## config.mk

```make
export PLATFORM = sky130hd
export DESIGN_NAME = bcd_conv_arbiter_flat
export DESIGN_NICKNAME = d
export VERILOG_FILES = /design/src/rtl/bcd_conv_arbiter_if.sv /design/src/rtl/bcd_conv_arbiter.sv /design/src/flat_wrapper.sv
export SDC_FILE = /design/constraint.sdc
export NUM_CORES = 1
export LEC_CHECK = 0
export CAP_MARGIN = 20
export CORE_MARGIN = 2
export CORE_UTILIZATION = 37
export CTS_CLUSTER_DIAMETER = 50
export DETAILED_ROUTE_END_ITERATION = 7
export GPL_TIMING_DRIVEN = 0
export PLACE_DENSITY = 0.76
export SETUP_SLACK_MARGIN = 0.05
export SLEW_MARGIN = 10
export SYNTH_ARGS = -nofsm -noshare
export SYNTH_HDL_FRONTEND = slang
export SYNTH_SLANG_ARGS = --single-unit
```

## constraint.sdc

```tcl
create_clock -name clk -period 2.5 [get_ports clk]
set_clock_uncertainty 0.05 [all_clocks]
set_input_delay 0.5 -clock clk [delete_from_list [all_inputs] [get_ports clk]]
set_output_delay 0.5 -clock clk [all_outputs]
set_load 0.03 [all_outputs]
```

## src/rtl/bcd_conv_arbiter_if.sv

```systemverilog
// rtl/bcd_conv_arbiter_if.sv - requester and converter signal bundle for bcd_conv_arbiter
interface bcd_conv_arbiter_if #(
   parameter int NUM_REQ = 4,
   parameter int ID_W    = 2
);
   logic [NUM_REQ-1:0]    req;
   logic [NUM_REQ*16-1:0] req_data;
   logic [NUM_REQ-1:0]    gnt;
   logic                  rsp_valid;
   logic [ID_W-1:0]       rsp_id;
   logic [15:0]           rsp_bcd;
   logic [1:0]            rsp_err;
   logic                  busy;
   logic                  conv_en;
   logic [15:0]           conv_data;
   logic                  conv_done;
   logic [15:0]           conv_bcd;

   modport slave (
      input  req, req_data, conv_done, conv_bcd,
      output gnt, rsp_valid, rsp_id, rsp_bcd, rsp_err, busy, conv_en, conv_data
   );

   modport master (
      output req, req_data, conv_done, conv_bcd,
      input  gnt, rsp_valid, rsp_id, rsp_bcd, rsp_err, busy, conv_en, conv_data
   );
endinterface

```

## src/rtl/bcd_conv_arbiter.sv

```systemverilog
// rtl/bcd_conv_arbiter.sv - round-robin sharing of one binary-to-BCD converter
module bcd_conv_arbiter #(
   parameter int NUM_REQ = 4,
   parameter int ID_W    = 2,
   parameter int MAX_VAL = 9999,
   parameter int TIMEOUT = 32
) (
   input logic               clk,
   input logic               rst_n,
   bcd_conv_arbiter_if.slave bus
);
   localparam int              WC_W    = $clog2(TIMEOUT + 1);
   localparam logic [WC_W-1:0] WC_LAST = WC_W'(TIMEOUT - 1);
   localparam logic [15:0]     MAX_V   = 16'(MAX_VAL);
   localparam logic [ID_W-1:0] LAST_ID = ID_W'(NUM_REQ - 1);

   typedef enum logic [2:0] {IDLE, LOAD, START, WAIT, CAPTURE, RESP} state_t;

   state_t              state, state_nxt;
   logic [ID_W-1:0]     ptr, lat_id, win, cand;
   logic                found, out_range;
   logic [15:0]         win_data;
   logic [WC_W-1:0]     wcnt;
   logic [NUM_REQ-1:0]  gnt_q;
   logic [15:0]         conv_data_q, rsp_bcd_q;
   logic [ID_W-1:0]     rsp_id_q;
   logic [1:0]          rsp_err_q;

   // First set request at or above ptr, wrapping around.
   always_comb begin
      found = 1'b0;
      win   = ptr;
      cand  = ptr;
      for (int k = 0; k < NUM_REQ; k++) begin
         cand = ID_W'((int'(ptr) + k) % NUM_REQ);
         if (!found && bus.req[cand]) begin
            found = 1'b1;
            win   = cand;
         end
      end
   end

   assign win_data  = bus.req_data[16*win +: 16];
   assign out_range = win_data > MAX_V;

   always_ff @(posedge clk or negedge rst_n) begin
      if (!rst_n) state <= IDLE;
      else        state <= state_nxt;
   end

   always_comb begin
      state_nxt = state;
      case (state)
         IDLE:    if (found) state_nxt = out_range ? RESP : LOAD;
         LOAD:    state_nxt = START;
         START:   state_nxt = WAIT;
         WAIT:    if (bus.conv_done)        state_nxt = CAPTURE;
                  else if (wcnt == WC_LAST) state_nxt = RESP;
         CAPTURE: state_nxt = RESP;
         RESP:    state_nxt = IDLE;
         default: state_nxt = IDLE;
      endcase
   end

   always_comb begin
      bus.conv_en   = (state == START);
      bus.rsp_valid = (state == RESP);
      bus.busy      = (state != IDLE);
   end

   // Response fields only change on the edge entering RESP so they hold between answers.
   always_ff @(posedge clk or negedge rst_n) begin
      if (!rst_n) begin
         ptr         <= '0;
         lat_id      <= '0;
         wcnt        <= '0;
         gnt_q       <= '0;
         conv_data_q <= '0;
         rsp_id_q    <= '0;
         rsp_bcd_q   <= '0;
         rsp_err_q   <= '0;
      end else begin
         gnt_q <= '0;
         case (state)
            IDLE: if (found) begin
               lat_id <= win;
               gnt_q  <= {{(NUM_REQ-1){1'b0}}, 1'b1} << win;
               if (out_range) begin
                  rsp_id_q  <= win;
                  rsp_err_q <= 2'b01;
                  rsp_bcd_q <= '0;
               end else begin
                  conv_data_q <= win_data;
               end
            end
            START: wcnt <= '0;
            WAIT: begin
               wcnt <= wcnt + 1'b1;
               if (!bus.conv_done && wcnt == WC_LAST) begin
                  rsp_id_q  <= lat_id;
                  rsp_err_q <= 2'b10;
                  rsp_bcd_q <= '0;
               end
            end
            CAPTURE: begin
               rsp_id_q  <= lat_id;
               rsp_err_q <= 2'b00;
               rsp_bcd_q <= bus.conv_bcd;
            end
            RESP: ptr <= (lat_id == LAST_ID) ? '0 : lat_id + 1'b1;
            default: ;
         endcase
      end
   end

   assign bus.gnt       = gnt_q;
   assign bus.conv_data = conv_data_q;
   assign bus.rsp_id    = rsp_id_q;
   assign bus.rsp_bcd   = rsp_bcd_q;
   assign bus.rsp_err   = rsp_err_q;
endmodule

```

## src/flat_wrapper.sv

```systemverilog
// flat-port wrapper written by rule: the top's interface ports become plain ports
module bcd_conv_arbiter_flat 
#(
   parameter int NUM_REQ = 4,
   parameter int ID_W    = 2,
   parameter int MAX_VAL = 9999,
   parameter int TIMEOUT = 32
)
  (clk, rst_n, bus_req, bus_req_data, bus_conv_done, bus_conv_bcd, bus_gnt, bus_rsp_valid, bus_rsp_id, bus_rsp_bcd, bus_rsp_err, bus_busy, bus_conv_en, bus_conv_data);
  bcd_conv_arbiter_if #(.NUM_REQ(NUM_REQ), .ID_W(ID_W)) bus_i ();
  input logic clk;
  input logic rst_n;
  input wire logic [$bits(bus_i.req)-1:0] bus_req;
  input wire logic [$bits(bus_i.req_data)-1:0] bus_req_data;
  input wire logic [$bits(bus_i.conv_done)-1:0] bus_conv_done;
  input wire logic [$bits(bus_i.conv_bcd)-1:0] bus_conv_bcd;
  output wire logic [$bits(bus_i.gnt)-1:0] bus_gnt;
  output wire logic [$bits(bus_i.rsp_valid)-1:0] bus_rsp_valid;
  output wire logic [$bits(bus_i.rsp_id)-1:0] bus_rsp_id;
  output wire logic [$bits(bus_i.rsp_bcd)-1:0] bus_rsp_bcd;
  output wire logic [$bits(bus_i.rsp_err)-1:0] bus_rsp_err;
  output wire logic [$bits(bus_i.busy)-1:0] bus_busy;
  output wire logic [$bits(bus_i.conv_en)-1:0] bus_conv_en;
  output wire logic [$bits(bus_i.conv_data)-1:0] bus_conv_data;
  assign bus_i.req = bus_req;
  assign bus_i.req_data = bus_req_data;
  assign bus_i.conv_done = bus_conv_done;
  assign bus_i.conv_bcd = bus_conv_bcd;
  assign bus_gnt = bus_i.gnt;
  assign bus_rsp_valid = bus_i.rsp_valid;
  assign bus_rsp_id = bus_i.rsp_id;
  assign bus_rsp_bcd = bus_i.rsp_bcd;
  assign bus_rsp_err = bus_i.rsp_err;
  assign bus_busy = bus_i.busy;
  assign bus_conv_en = bus_i.conv_en;
  assign bus_conv_data = bus_i.conv_data;
  bcd_conv_arbiter #(.NUM_REQ(NUM_REQ), .ID_W(ID_W), .MAX_VAL(MAX_VAL), .TIMEOUT(TIMEOUT)) u_core (.clk(clk), .rst_n(rst_n), .bus(bus_i));
endmodule
```

# Word-level counts from Yosys, hierarchy flattened
# Cells that the tools add are included.
# totals
reg_bits	53
inputBits	87
out_inout_bits	43
word_cells	85
# classes
addsub	5
magnitude_cmp	5
n_eq_ne	11
shifts	2
n_mux	36
bitwise	1
reduce_logical	16
# ops
operator	count
$shiftx A64 B7 Y16	1
$mux W16	3
$pmux W16 S3	1
$mux W2	10
$gt A16 B14 Y1 const B	1
$pmux W3 S5	1
$lt A2 B3 Y1 const B	4
$mux W3	4
$pmux W2 S3	2
$pmux W6 S2	1
$bmux W1 S2	4
$mux W1	8
$mux W4	2
$add A6 B1 Y6 const B	1
$eq A3 B2 Y1 const B	2
$eq A3 B3 Y1 const B	2
$eq A6 B5 Y1 const B	1
$ne A2 B1 Y1 const B	3
$reduce_bool A3 Y1	2
$add A2 B1 Y2 const B	2
$add A2 B2 Y2 const B	2
$logic_and A1 B1 Y1	4
$logic_not A1 Y1	4
$reduce_and A2 Y1	2
9 further kinds	9

# Longest topological paths before layout
# Gate-level depths: netlist of the first run.
# depth
ltp_word	17
mapped_depth	12
depth_no_buf	9

# Least setup slack after synthesis of the first run
# No wires, ideal clock.
# synth_path
path_kind	input port to flip-flop
from	input bus_req[0]
to	register u_core.conv_data_q[10] (netlist: u_core.bus.conv_data[10])
setup_time_ns	0.125
arrival_ns	2.626
required_time_ns	2.325
setup_slack_ns	-0.301
cell_stages	12
n_path_buf	3
cell_sequence	nor2b_1 > a2bb2oi_1 > o221a_1 > buf_6 > mux2i_1 > a22oi_1 > nor4_1 > o211ai_1 > or2_1 > buf_6 > buf_6 > mux2_4
# synth_between
elab_chain_len	16
# synth_rtl
element	line_no	source
start: declaration	flat_wrapper.sv:13	input wire logic [$bits(bus_i.req)-1:0] bus_req;
$bmux W1 S2	bcd_conv_arbiter.sv:36	if (!found && bus.req[cand]) begin
$mux W1 (not written as such)	bcd_conv_arbiter.sv:36	
$mux W1	bcd_conv_arbiter.sv:36	
$logic_not A1 Y1	bcd_conv_arbiter.sv:36	
$logic_and A1 B1 Y1	bcd_conv_arbiter.sv:36	
$mux W1	bcd_conv_arbiter.sv:36	
$logic_not A1 Y1	bcd_conv_arbiter.sv:36	
$logic_and A1 B1 Y1	bcd_conv_arbiter.sv:36	
$mux W1	bcd_conv_arbiter.sv:36	
$logic_not A1 Y1	bcd_conv_arbiter.sv:36	
$logic_and A1 B1 Y1	bcd_conv_arbiter.sv:36	
$mux W2	bcd_conv_arbiter.sv:36	
$shiftx A64 B7 Y16	bcd_conv_arbiter.sv:43	assign win_data = bus.req_data[16*win +: 16];
$gt A16 B14 Y1	bcd_conv_arbiter.sv:44	assign out_range = win_data > MAX_V;
$not A1 Y1 (no source line)	n/a	
$reduce_and A3 Y1 (no source line)	n/a	
end signal: assignment	bcd_conv_arbiter.sv:93	conv_data_q <= win_data;
end: declaration	bcd_conv_arbiter.sv:25	logic [15:0] conv_data_q, rsp_bcd_q;
# Parallel ways exist; a longest one is shown, timed or not. The select of a mux whose other input is x is not followed.
# A chain may end at the register's enable or synchronous reset.

# Final worst setup path of the first run
# layout_path
from	register u_core.ptr[1]
to	register u_core.conv_data_q[11] (netlist: u_core.bus.conv_data[11])
# layout_between
elab_chain_len	16
# layout_rtl
element	line_no	source
start: declaration	bcd_conv_arbiter.sv:20	logic [ID_W-1:0] ptr, lat_id, win, cand;
start signal: assignment	bcd_conv_arbiter.sv:110	RESP: ptr <= (lat_id == LAST_ID) ? '0 : lat_id + 1'b1;
branches (longest 16 deep; another with $add A2 B1 Y2)	n/a	
# Parallel ways; which one is timed is not known. The select of a mux whose other input is x is not followed.

==> results of run 1 <==
[synthesized netlist by cell type]
master / n
dfrtp_1: 53
nand2_1: 23
a21oi_1: 21
a22o_1: 19
mux2i_1: 15
nand2b_1: 13
a22oi_1: 10
mux2_2: 9
nor2_1: 9
clkbuf_1: 8
mux2_4: 8
nor2b_1: 8
nor3_1: 7
a211oi_1: 5
o21ai_0: 5
buf_2: 4
inv_1: 4
buf_6: 3
nand3_1: 3
nor4_1: 3
o211ai_1: 3
o22ai_1: 3
a21o_1: 2
and2_1: 2
ha_1: 2
nand3b_1: 2
nand4_1: 2
nor3b_1: 2
or3_1: 2
a21oi_2: 1
a221oi_1: 1
a2bb2oi_1: 1
buf_1: 1
buf_4: 1
nand2_2: 1
o21a_1: 1
o21ai_1: 1
o221a_1: 1
o31ai_1: 1
or2_1: 1
or2_2: 1
[cell type report]
| cell class | count | area (um2) |
|---|---|---|
| buffer | 17 | 130 |
| clock buffer | 5 | 68.8 |
| clock inverter | 3 | 25.0 |
| fill | 571 | 2560 |
| inverter | 4 | 15.0 |
| multi-input combinational | 188 | 1490 |
| sequential | 53 | 1330 |
| tap | 99 | 124 |
| timing repair buffer | 149 | 1520 |
[state kept, by name, summed over array words and instances, names as in the netlist]
name	cells
u_core.state	3
u_core.lat_id	2
u_core.bus.rsp_bcd	16
u_core.ptr	2
u_core.bus.conv_data	16
u_core.wcnt	6
u_core.bus.rsp_err	2
u_core.bus.gnt	4
u_core.bus.rsp_id	2
[report_power, final]
group          total, mW  leakage [nW]  switching [mW]  internal [mW]
combinational       3.91          1.36            1.96           1.95
sequential          1.50         0.673           0.251           1.24
clock              0.498        0.0447           0.295          0.203
total               5.90          2.08            2.51           3.39
[per-stage QoR]
stage,cells,instance area (um2)
6_report,518,4700
5_1_grt,518,4700
2_1_floorplan,262,2780
4_1_cts,513,4530
3_5_place_dp,491,4220
3_3_place_gp,490,4200
[cells by family after synthesis]
group | Yosys count | share of synthesized area [%]
AND/OR/NAND/NOR | 79 | 14.7
AO/OA/AOI/OAI | 75 | 18.9
flip-flops | 53 | 48.0
multiplexers | 32 | 13.5
buffers and inverters | 21 | 3.99
adder cells (fa/ha/maj) | 2 | 0.906
[path summary, 6_finish.rpt]
kind                                       endpoint  slack [ps]
min in group clk             u_core.bus.rsp_bcd[12]         460
hold / removal                u_core.bus.rsp_bcd[1]         180
setup / recovery           u_core.bus.conv_data[11]        -450
hold reg to reg              u_core.bus.rsp_bcd[12]         460
setup reg to reg           u_core.bus.conv_data[11]        -450
max in group asynchronous    u_core.bus.rsp_bcd[15]        1660
[metal layers]
layer	vias to the layer above	track usage, %
met2	106	34.7
li1	1267	-
met1	1294	24.1
met5	-	0
met3	4	6.01
met4	0	3.21
[worst reg2reg max path, delay by kind of cell, from the launching register on]
family / cells / cell delay [ps]
buffers and inverters: 3 / 530
multiplexers: 1 / 290
flip-flops: 1 / 460
AO/OA/AOI/OAI: 3 / 460
AND/OR/NAND/NOR: 5 / 1040
[layout by cell type (no fill, tap or decap), drive strengths merged, types with 10 or more instances in the layout]
cell           count
nand2             24
mux2              17
buf               28
a22oi             10
a22o              19
nand2b            13
dfrtp             53
mux2i             15
clkbuf            18
a21oi             22
clkdlybuf4s50    121
[repair_timing]
item                                    CTS  global route
endpoints found under the setup margin   44            42
buffers inserted                         13             4
pin swaps                                14            13
hold endpoints to repair                  0             0
resized for setup                        31            40
cloned                                    1             1
==> qor.csv, run 1 <==
stage;metric;value;unit
clock_network;cts_hold_buf;0;
critical_path;r2r_start;u_core.ptr[1];
global_route;grt_pass1_vias;2750;
critical_path;cp.depth;12;
critical_path;slowest_delay;460;ps
global_route;antenna_found_initial;0;
clock_network;cts_tree;built;
clock_network;clock_sinks;53;
critical_path;slowest_stage;dfrtp_2;
critical_path;crit_buf_inv;3;
floorplan;initial_core_util;38.1;%
clock_network;root_buffer;clkbuf_8;
power;power.leakage;2.08;nW
critical_path;critPathTopFamily;simple AND/OR/NAND/NOR gates;
floorplan;die_h;90.4;um
sta;max_slew_margin;47.8;%
yosys;netlist_instances;262;
critical_path;end_kind;flip-flop;
finish;diodes;0;
detailed_routing;viasPerCell;5.16;
detailed_routing;drtIter0Drc;59;
critical_path;path_max_fanout;10;
floorplan;io_pins;130;
sta;setup_viol;37;
detailed_routing;post_drt_wl_per_cell;16.1;um
detailed_routing;wl_met1;3580;um
detailed_routing;ant_nets;0;
detailed_routing;wirelength;8330;um
sta;rsz0062_at_grt;yes;
clock_network;insertion_delay;310;ps
sta;fin_ws;-453;ps
hold_path;hold_path_class;in2async;
placed_design;port-buffer-count;129;
detailed_routing;wl_met2;4140;um
yosys;syn-num-nets;351;
power;ir_worst_vdd;0.746;mV
floorplan;dieArea;8170;um2
power;total_power;5.90;mW
sta;worst_pin_slew;777;ps
yosys;synth_cell_types;41;
yosys;synth.largest_area_cell;dfrtp_1;
sta;slew_violations;0;
sta;hold_viol;0;
clock_network;htreeDepth;2;
yosys;synth_area_leaders;dfrtp_1, a22o_1, mux2i_1, mux2_4, a21oi_1;
detailed_routing;routed.top_layer;met4;
finish;area_growth;70.0;%
clock_network;cts_made_buffers;5;
yosys;synth-seq-area-share;48.0;%
finish;nets;507;
detailed_routing;routed-via-count;2671;
critical_path;cp_cell_sequence;or3_1, nand4_1, nand2_4, buf_4, nor3_1, a211oi_1, a21oi_1, o211ai_1, or2_1, buf_6, clkbuf_16, mux2_4;
critical_path;arrival;3100;ps
placed_design;dpl.hpwl;6060;um
clock_network;cts.clk_slew.worst_paths;110;ps
floorplan;rows;31;
yosys;post-synth-top-area-fraction;48.0;%
yosys;avgSynthCellArea;10.5;um2
global_route;grtUsageTotal;19.7;%
detailed_routing;remaining_drc_errors;0;
status;violations;setup timing;
critical_path;critPathRequiredTime;2640;ps
floorplan;die_w;90.4;um
placed_design;pre_cts_ws;-1330;ps
flow_run;max-cap-violations;0;
global_route;grt_overflow_total;0;
sta;setup-tns-final;-13590;ps
sta;period_needed;2950;ps
floorplan;coreArea;7250;um2
yosys;synth_warnings;0;
finish;drive_gt1_share;21.2;%
global_route;grt_max_degree;30;
yosys;ys_seq_elements;53;
critical_path;criticalPathCategory;reg2reg;
critical_path;cp-startpoint;u_core.ptr[1];
finish;fin_util;64.7;%
critical_path;r2r_cells;12;
power;power_density;1260;nW/um2
clock_network;cts_buffer_depth;2;
sta;timing.final.crit_share;118;%
placed_design;gp_congestion;0.761;
status;status;finished with violations;
sta;hold_ws;176;ps
detailed_routing;dr_wl_met3;572;um
critical_path;start_kind;flip-flop;
detailed_routing;dr.pass1.iters;4;
global_route;grt_pass1_wl;13200;um
yosys;syn_area;2760;um2
sta;fmax;339;MHz
Power figures use the tool's default switching activity.
==> run 2, diff against run 1 <==
--- a/config.mk
+++ b/config.mk
@@ -13,7 +13,7 @@
 export GPL_TIMING_DRIVEN = 0
 export PLACE_DENSITY = 0.76
 export SETUP_SLACK_MARGIN = 0.05
-export SLEW_MARGIN = 10
+export SLEW_MARGIN = 20
 export SYNTH_ARGS = -nofsm -noshare
 export SYNTH_HDL_FRONTEND = slang
 export SYNTH_SLANG_ARGS = --single-unit
==> run 2 against run 1 <==
  * The flow still finishes with violations (setup timing)
  * Routed wire length shrank 2.0%
  * Clock power increased by 19%
  * First-iteration DRC count increased by 86%
  * Power down 1.6%
  * Non-clock buffer count decreased by 4
  * Sequential power barely moved
  * Critical endpoint is now u_core.bus.conv_data[8]
==> qor.csv, run 2 (synthesized netlist as in run 1, its figures left out) <==
stage;metric;value;unit;change
critical_path;critPathTopFamily;buffers and inverters;;
finish;layout_commonest_cell;clkdlybuf4s50_1;;
power;power.leakage;2.01;nW;-3.4%
floorplan;dieArea;8170;um2;unchanged
critical_path;slowest_stage;clkdlybuf4s50_1;;
finish;n_fill_cell;584;;+2.3%
finish;regArea;1330;um2;unchanged
critical_path;slowest_delay;520;ps;+60 ps
sta;fmax;342;MHz;+0.93%
critical_path;r2r_start;u_core.ptr[0];;
critical_path;reg2reg_setup_slack;-400;ps;+50 ps
detailed_routing;routed-via-count;2631;;-1.5%
detailed_routing;ant_nets;0;;unchanged
sta;worst_pin_slew;836;ps;+59.2 ps
sta;period_needed;2930;ps;-27.4 ps
placed_design;place_area;4190;um2;-0.59%
finish;final_cell_mix;clkdlybuf4s50_1, dfrtp_1, nand2_1, a22o_1, a21oi_1;;
hold_path;hold_path_class;in2async;;
finish;nets;503;;-0.79%
critical_path;crit_top_cell;buf_6;;
sta;setup_viol;37;;unchanged
critical_path;cp_cell_sequence;clkdlybuf4s50_1, o221a_4, buf_6, mux2i_2, a22oi_2, nor4_2, o211ai_1, or2_1, buf_6, buf_12, mux2_4;;
global_route;met3_usage;6.59;%;+0.58 points
critical_path;crit_buf_inv;4;;+1
clock_network;root_buffer;clkbuf_8;;
floorplan;rows;31;;unchanged
critical_path;cp.depth;11;;-1
critical_path;start_kind;primary input;;
clock_network;cts_tree;built;;
floorplan;die_h;90.4;um;unchanged
critical_path;path_max_fanout;10;;unchanged
power;power_density;1260;nW/um2;+0.20%
global_route;grt_overflow_total;0;;unchanged
placed_design;gp_congestion;0.761;;unchanged
critical_path;r2r_cells;12;;unchanged
placed_design;pre_cts_ws;-1330;ps;+5.87 ps
power;total_power;5.81;mW;-1.6%
finish;final_area;4610;um2;-1.8%
placed_design;dp_cells;490;;-0.20%
placed_design;dpl.hpwl;5920;um;-2.3%
clock_network;cts_made_buffers;5;;unchanged
global_route;met1_usage;24.2;%;+0.11 points
detailed_routing;dr.pass1.iters;4;;unchanged
sta;fin_ws;-426;ps;+27.4 ps
critical_path;endpoint;u_core.bus.conv_data[8];;
critical_path;criticalPathCategory;in2reg;;
finish;final-instance-count-excl-fill;514;;-0.77%
floorplan;die_w;90.4;um;unchanged
finish;drive_gt1_share;19.8;%;-1.5 points
detailed_routing;wirelength;8170;um;-2.0%
global_route;antenna_found_initial;0;;unchanged
critical_path;cp-startpoint;bus_req[1];;
clock_network;htreeDepth;2;;unchanged
clock_network;clock_sinks;53;;unchanged
status;violations;setup timing;;
floorplan;io_pins;130;;unchanged
sta;hold_viol;0;;unchanged
global_route;busiest_layer;met2;;
critical_path;end_kind;flip-flop;;
global_route;grtUsageMet2;35.2;%;+0.44 points
critical_path;critPathRequiredTime;2640;ps;about the same
clock_network;insertion_delay;310;ps;about the same
global_route;grt_pass1_wl;13500;um;+2.4%
placed_design;port-buffer-count;129;;unchanged
detailed_routing;post_drt_wl_per_cell;15.9;um;-1.2%
power;ir_worst_vdd;0.803;mV;+7.6%
global_route;grt_max_degree;54;;+80%
clock_network;cts.clk_slew.worst_paths;100;ps;about the same
detailed_routing;drtIter0Drc;110;;+86%
sta;timing.final.crit_share;117;%;-1.1 points
status;status;finished with violations;;
global_route;grt_pass1_vias;2778;;+1.0%
global_route;grtUsageTotal;20.0;%;+0.35 points
detailed_routing;viasPerCell;5.12;;-0.73%
clock_network;cts_buffer_depth;2;;unchanged
finish;area_growth;67.0;%;
sta;rsz0062_at_grt;yes;;
sta;max_slew_margin;43.8;%;-4.0 points
floorplan;initial_core_util;38.1;%;unchanged
floorplan;coreArea;7250;um2;unchanged
finish;multi_input_area;1450;um2;-2.9%
finish;diodes;0;;unchanged
detailed_routing;remaining_drc_errors;0;;unchanged
flow_run;max-cap-violations;0;;unchanged
critical_path;arrival;3070;ps;-30 ps
critical_path;reg2reg_to;u_core.bus.conv_data[8];;
sta;slew_violations;0;;unchanged
run 2: cell count changes in the layout (fill, tap and decap cells not counted), moves of 2 or more:
cell | previous run | this run
buf_8 | 2 | 0
mux2_4 | 16 | 10
clkbuf_2 | 6 | 4
mux2_2 | 1 | 7
mux2i_2 | 2 | 4
and2_1 | 0 | 2
and2_4 | 2 | 0
run 2: what timing repair did:
action,CTS,global route
gates resized for setup,33,24
hold endpoints to repair,0,0
buffers inserted,11,5
hold buffers,0,0
gates cloned,0,1
pin swaps,15,10
setup endpoints to repair,44,42
run 2: final cells by class:
type	count	area share, %
flip-flops and latches	53	28.8
repair buffers	146	31.6
inverters	4	0.325
well taps	99	2.69
plain buffers	16	2.74
clock inverters	3	1.03
multi-input cells	188	31.4
clock buffers	5	1.49
run 2: metrics by stage:
stage          setup TNS (ps)  hold WS (ps)  utilization, %
2_1_floorplan           -4900           154               -
6_report               -11610           166            63.6
3_5_place_dp           -45170           420            57.8
5_1_grt                -16500           218            63.6
4_1_cts                -12810           195            62.4
3_3_place_gp           -77240           421            57.9
run 2: metal layers:
| layer | vias to the layer above | wire, um |
|---|---|---|
| met1 | 1246 | 3410 |
| li1 | 1259 | - |
| met2 | 115 | 4010 |
| met5 | - | 0 |
| met4 | 0 | 119 |
| met3 | 11 | 635 |
run 2: worst min path at each step:
| stage | start | to | slack [ps] | cells past startpoint |
|---|---|---|---|---|
| 2_1_floorplan | rst_n | u_core.bus.conv_data[0] | 150 | 0 |
| 4_1_cts | rst_n | u_core.state[2] | 190 | 1 |
| 5_1_grt | rst_n | u_core.bus.gnt[3] | 220 | 1 |
| 3_3_place_gp | u_core.bus.conv_data[14] | u_core.bus.conv_data[14] | 420 | 1 |
| 6_report | rst_n | u_core.wcnt[5] | 170 | 1 |
| 3_5_place_dp | u_core.bus.conv_data[14] | u_core.bus.conv_data[14] | 420 | 1 |
run 2: power by group:
part	switching (mW)	internal [mW]	leakage, nW	total (mW)
registers	0.248	1.24	0.673	1.49
logic	1.91	1.81	1.28	3.72
clock network	0.287	0.306	0.0591	0.593
total	2.45	3.36	2.01	5.81
==> run 3, diff against run 2 <==
--- a/config.mk
+++ b/config.mk
@@ -6,13 +6,13 @@
 export NUM_CORES = 1
 export LEC_CHECK = 0
 export CAP_MARGIN = 20
-export CORE_MARGIN = 2
 export CORE_UTILIZATION = 37
 export CTS_CLUSTER_DIAMETER = 50
 export DETAILED_ROUTE_END_ITERATION = 7
 export GPL_TIMING_DRIVEN = 0
 export PLACE_DENSITY = 0.76
 export SETUP_SLACK_MARGIN = 0.05
+export SKIP_LAST_GASP = 1
 export SLEW_MARGIN = 20
 export SYNTH_ARGS = -nofsm -noshare
 export SYNTH_HDL_FRONTEND = slang
==> run 3 against run 2 <==
  * The run still ends with setup timing left
  * Sequential power is essentially flat
  * Core utilization grew 0.76 points
  * Combinational power is 2% higher
  * First-iteration DRC count down 10%
  * Critical path depth rose by 3
  * Register-to-register slack got worse by 30 ps
  * Largest cell class unchanged
==> qor.csv, run 3 (synthesized netlist as in run 1, its figures left out) <==
stage;metric;value;unit;change
floorplan;initial_core_util;38.1;%;unchanged
finish;final_area;4670;um2;+1.2%
critical_path;arrival;3070;ps;about the same
sta;hold_ws;171;ps;+5.54 ps
clock_network;htreeDepth;2;;unchanged
hold_path;hold_path_class;in2async;;
floorplan;dieArea;7820;um2;-4.4%
status;status;finished with violations;;
sta;worst_pin_slew;1000;ps;+166 ps
status;violations;setup timing;;
clock_network;cts.clk_slew.worst_paths;90;ps;about the same
critical_path;criticalPathCategory;in2reg;;
floorplan;die_h;88.4;um;-2.2%
detailed_routing;viasPerCell;5.13;;+0.30%
power;power_density;1260;nW/um2;-0.20%
detailed_routing;post_drt_wl_per_cell;16.1;um;+1.2%
global_route;antenna_found_initial;0;;unchanged
clock_network;cts_tree;built;;
detailed_routing;dr.pass1.iters;4;;unchanged
flow_run;max-cap-violations;0;;unchanged
floorplan;rows;31;;unchanged
placed_design;dp_cells;490;;unchanged
critical_path;end_kind;flip-flop;;
global_route;grt_pass1_wl;12000;um;-11%
detailed_routing;remaining_drc_errors;0;;unchanged
clock_network;insertion_delay;300;ps;about the same
critical_path;path_max_fanout;6;;-4
finish;final-instance-count-excl-fill;514;;unchanged
placed_design;port-buffer-count;129;;unchanged
floorplan;io_pins;130;;unchanged
sta;setup-tns-final;-12960;ps;-1350 ps
sta;fmax;341;MHz;-0.34%
placed_design;dpl.hpwl;5900;um;-0.31%
finish;drive_gt1_share;20.0;%;+0.24 points
global_route;grt_max_degree;54;;unchanged
placed_design;pre_cts_ws;-1350;ps;-24.6 ps
finish;nets;503;;unchanged
power;power.leakage;2.05;nW;+2.1%
sta;period_needed;2940;ps;+9.99 ps
detailed_routing;drtIter0Drc;99;;-10%
power;ir_worst_vdd;0.905;mV;+13%
finish;area_growth;69.0;%;
clock_network;cts_made_buffers;5;;unchanged
floorplan;coreArea;7250;um2;unchanged
clock_network;cts_buffer_depth;2;;unchanged
sta;fin_ws;-436;ps;-9.99 ps
detailed_routing;ant_nets;0;;unchanged
sta;rsz0062_at_grt;yes;;
finish;diodes;0;;unchanged
power;total_power;5.87;mW;+0.99%
detailed_routing;routed-via-count;2639;;+0.30%
placed_design;place_area;4190;um2;unchanged
finish;layout_commonest_cell;clkdlybuf4s50_1;;
sta;slew_violations;0;;unchanged
clock_network;clock_sinks;53;;unchanged
sta;timing.final.crit_share;117;%;+0.40 points
sta;max_slew_margin;32.6;%;-11 points
critical_path;critPathRequiredTime;2640;ps;about the same
placed_design;gp_congestion;0.760;;-0.12%
sta;setup_viol;37;;unchanged
global_route;grt_overflow_total;0;;unchanged
global_route;grtUsageTotal;19.9;%;-0.16 points
finish;fin_util;64.4;%;+0.76 points
sta;hold_viol;0;;unchanged
clock_network;root_buffer;clkbuf_8;;
global_route;grt_pass1_vias;2667;;-4.0%
floorplan;die_w;88.4;um;-2.2%
finish;final_cell_mix;clkdlybuf4s50_1, dfrtp_1, nand2_1, a21oi_1, a22o_1;;
detailed_routing;wirelength;8270;um;+1.2%
critical_path;start_kind;primary input;;
## run 3: critical path, stage by stage
cell             delay (ps)
clkdlybuf4s15_2         230
nor2b_4                 120
a2bb2oi_2               130
o221a_1                 240
buf_6                   130
buf_8                   120
mux2i_1                 220
a22oi_2                 120
nor4_2                  290
o211ai_1                150
or2_1                   240
buf_6                   140
clkbuf_16               150
mux2_4                  290
## run 3: repair_timing
action / 4_1_cts / 5_1_grt
hold buffers: 0 / 0
gates cloned: 1 / 1
buffers inserted: 8 / 6
pin swaps: 7 / 9
setup endpoints to repair: 44 / 42
resized for setup: 31 / 40
## run 3: where the power goes
group / total, mW / switching, mW / internal (mW) / leakage, nW
logic: 3.78 / 1.94 / 1.84 / 1.32
clock network: 0.597 / 0.272 / 0.326 / 0.0574
registers: 1.49 / 0.247 / 1.25 / 0.673
## run 3: per-layer routing
layer	routed length, um	GRT usage (%)
met3	843	6.53
met5	0	0
met1	3220	21.0
met4	118	5.28
met2	4080	37.6
## run 3: cell type report
type | instances | area (um2)
Buffer | 17 | 131
Clock buffer | 6 | 82.6
Clock inverter | 2 | 37.5
Fill cell | 587 | 2580
Inverter | 4 | 15.0
Multi-Input combinational cell | 188 | 1490
Sequential cell | 53 | 1330
Tap cell | 99 | 124
Timing Repair Buffer | 145 | 1460
## run 3: worst paths after layout
check | start | endpoint | slack [ps] | cells after the start
worst max-delay path | bus_req[0] | u_core.bus.conv_data[12] | -440 | 14
worst min-delay path | rst_n | u_core.wcnt[1] | 170 | 1
worst max register to register | u_core.ptr[0] | u_core.bus.conv_data[12] | -430 | 13
worst min register to register | u_core.bus.conv_data[14] | u_core.bus.conv_data[14] | 440 | 1
max in group asynchronous | rst_n | u_core.ptr[1] | 1760 | 1
min in group clk | u_core.bus.conv_data[14] | u_core.bus.conv_data[14] | 440 | 1
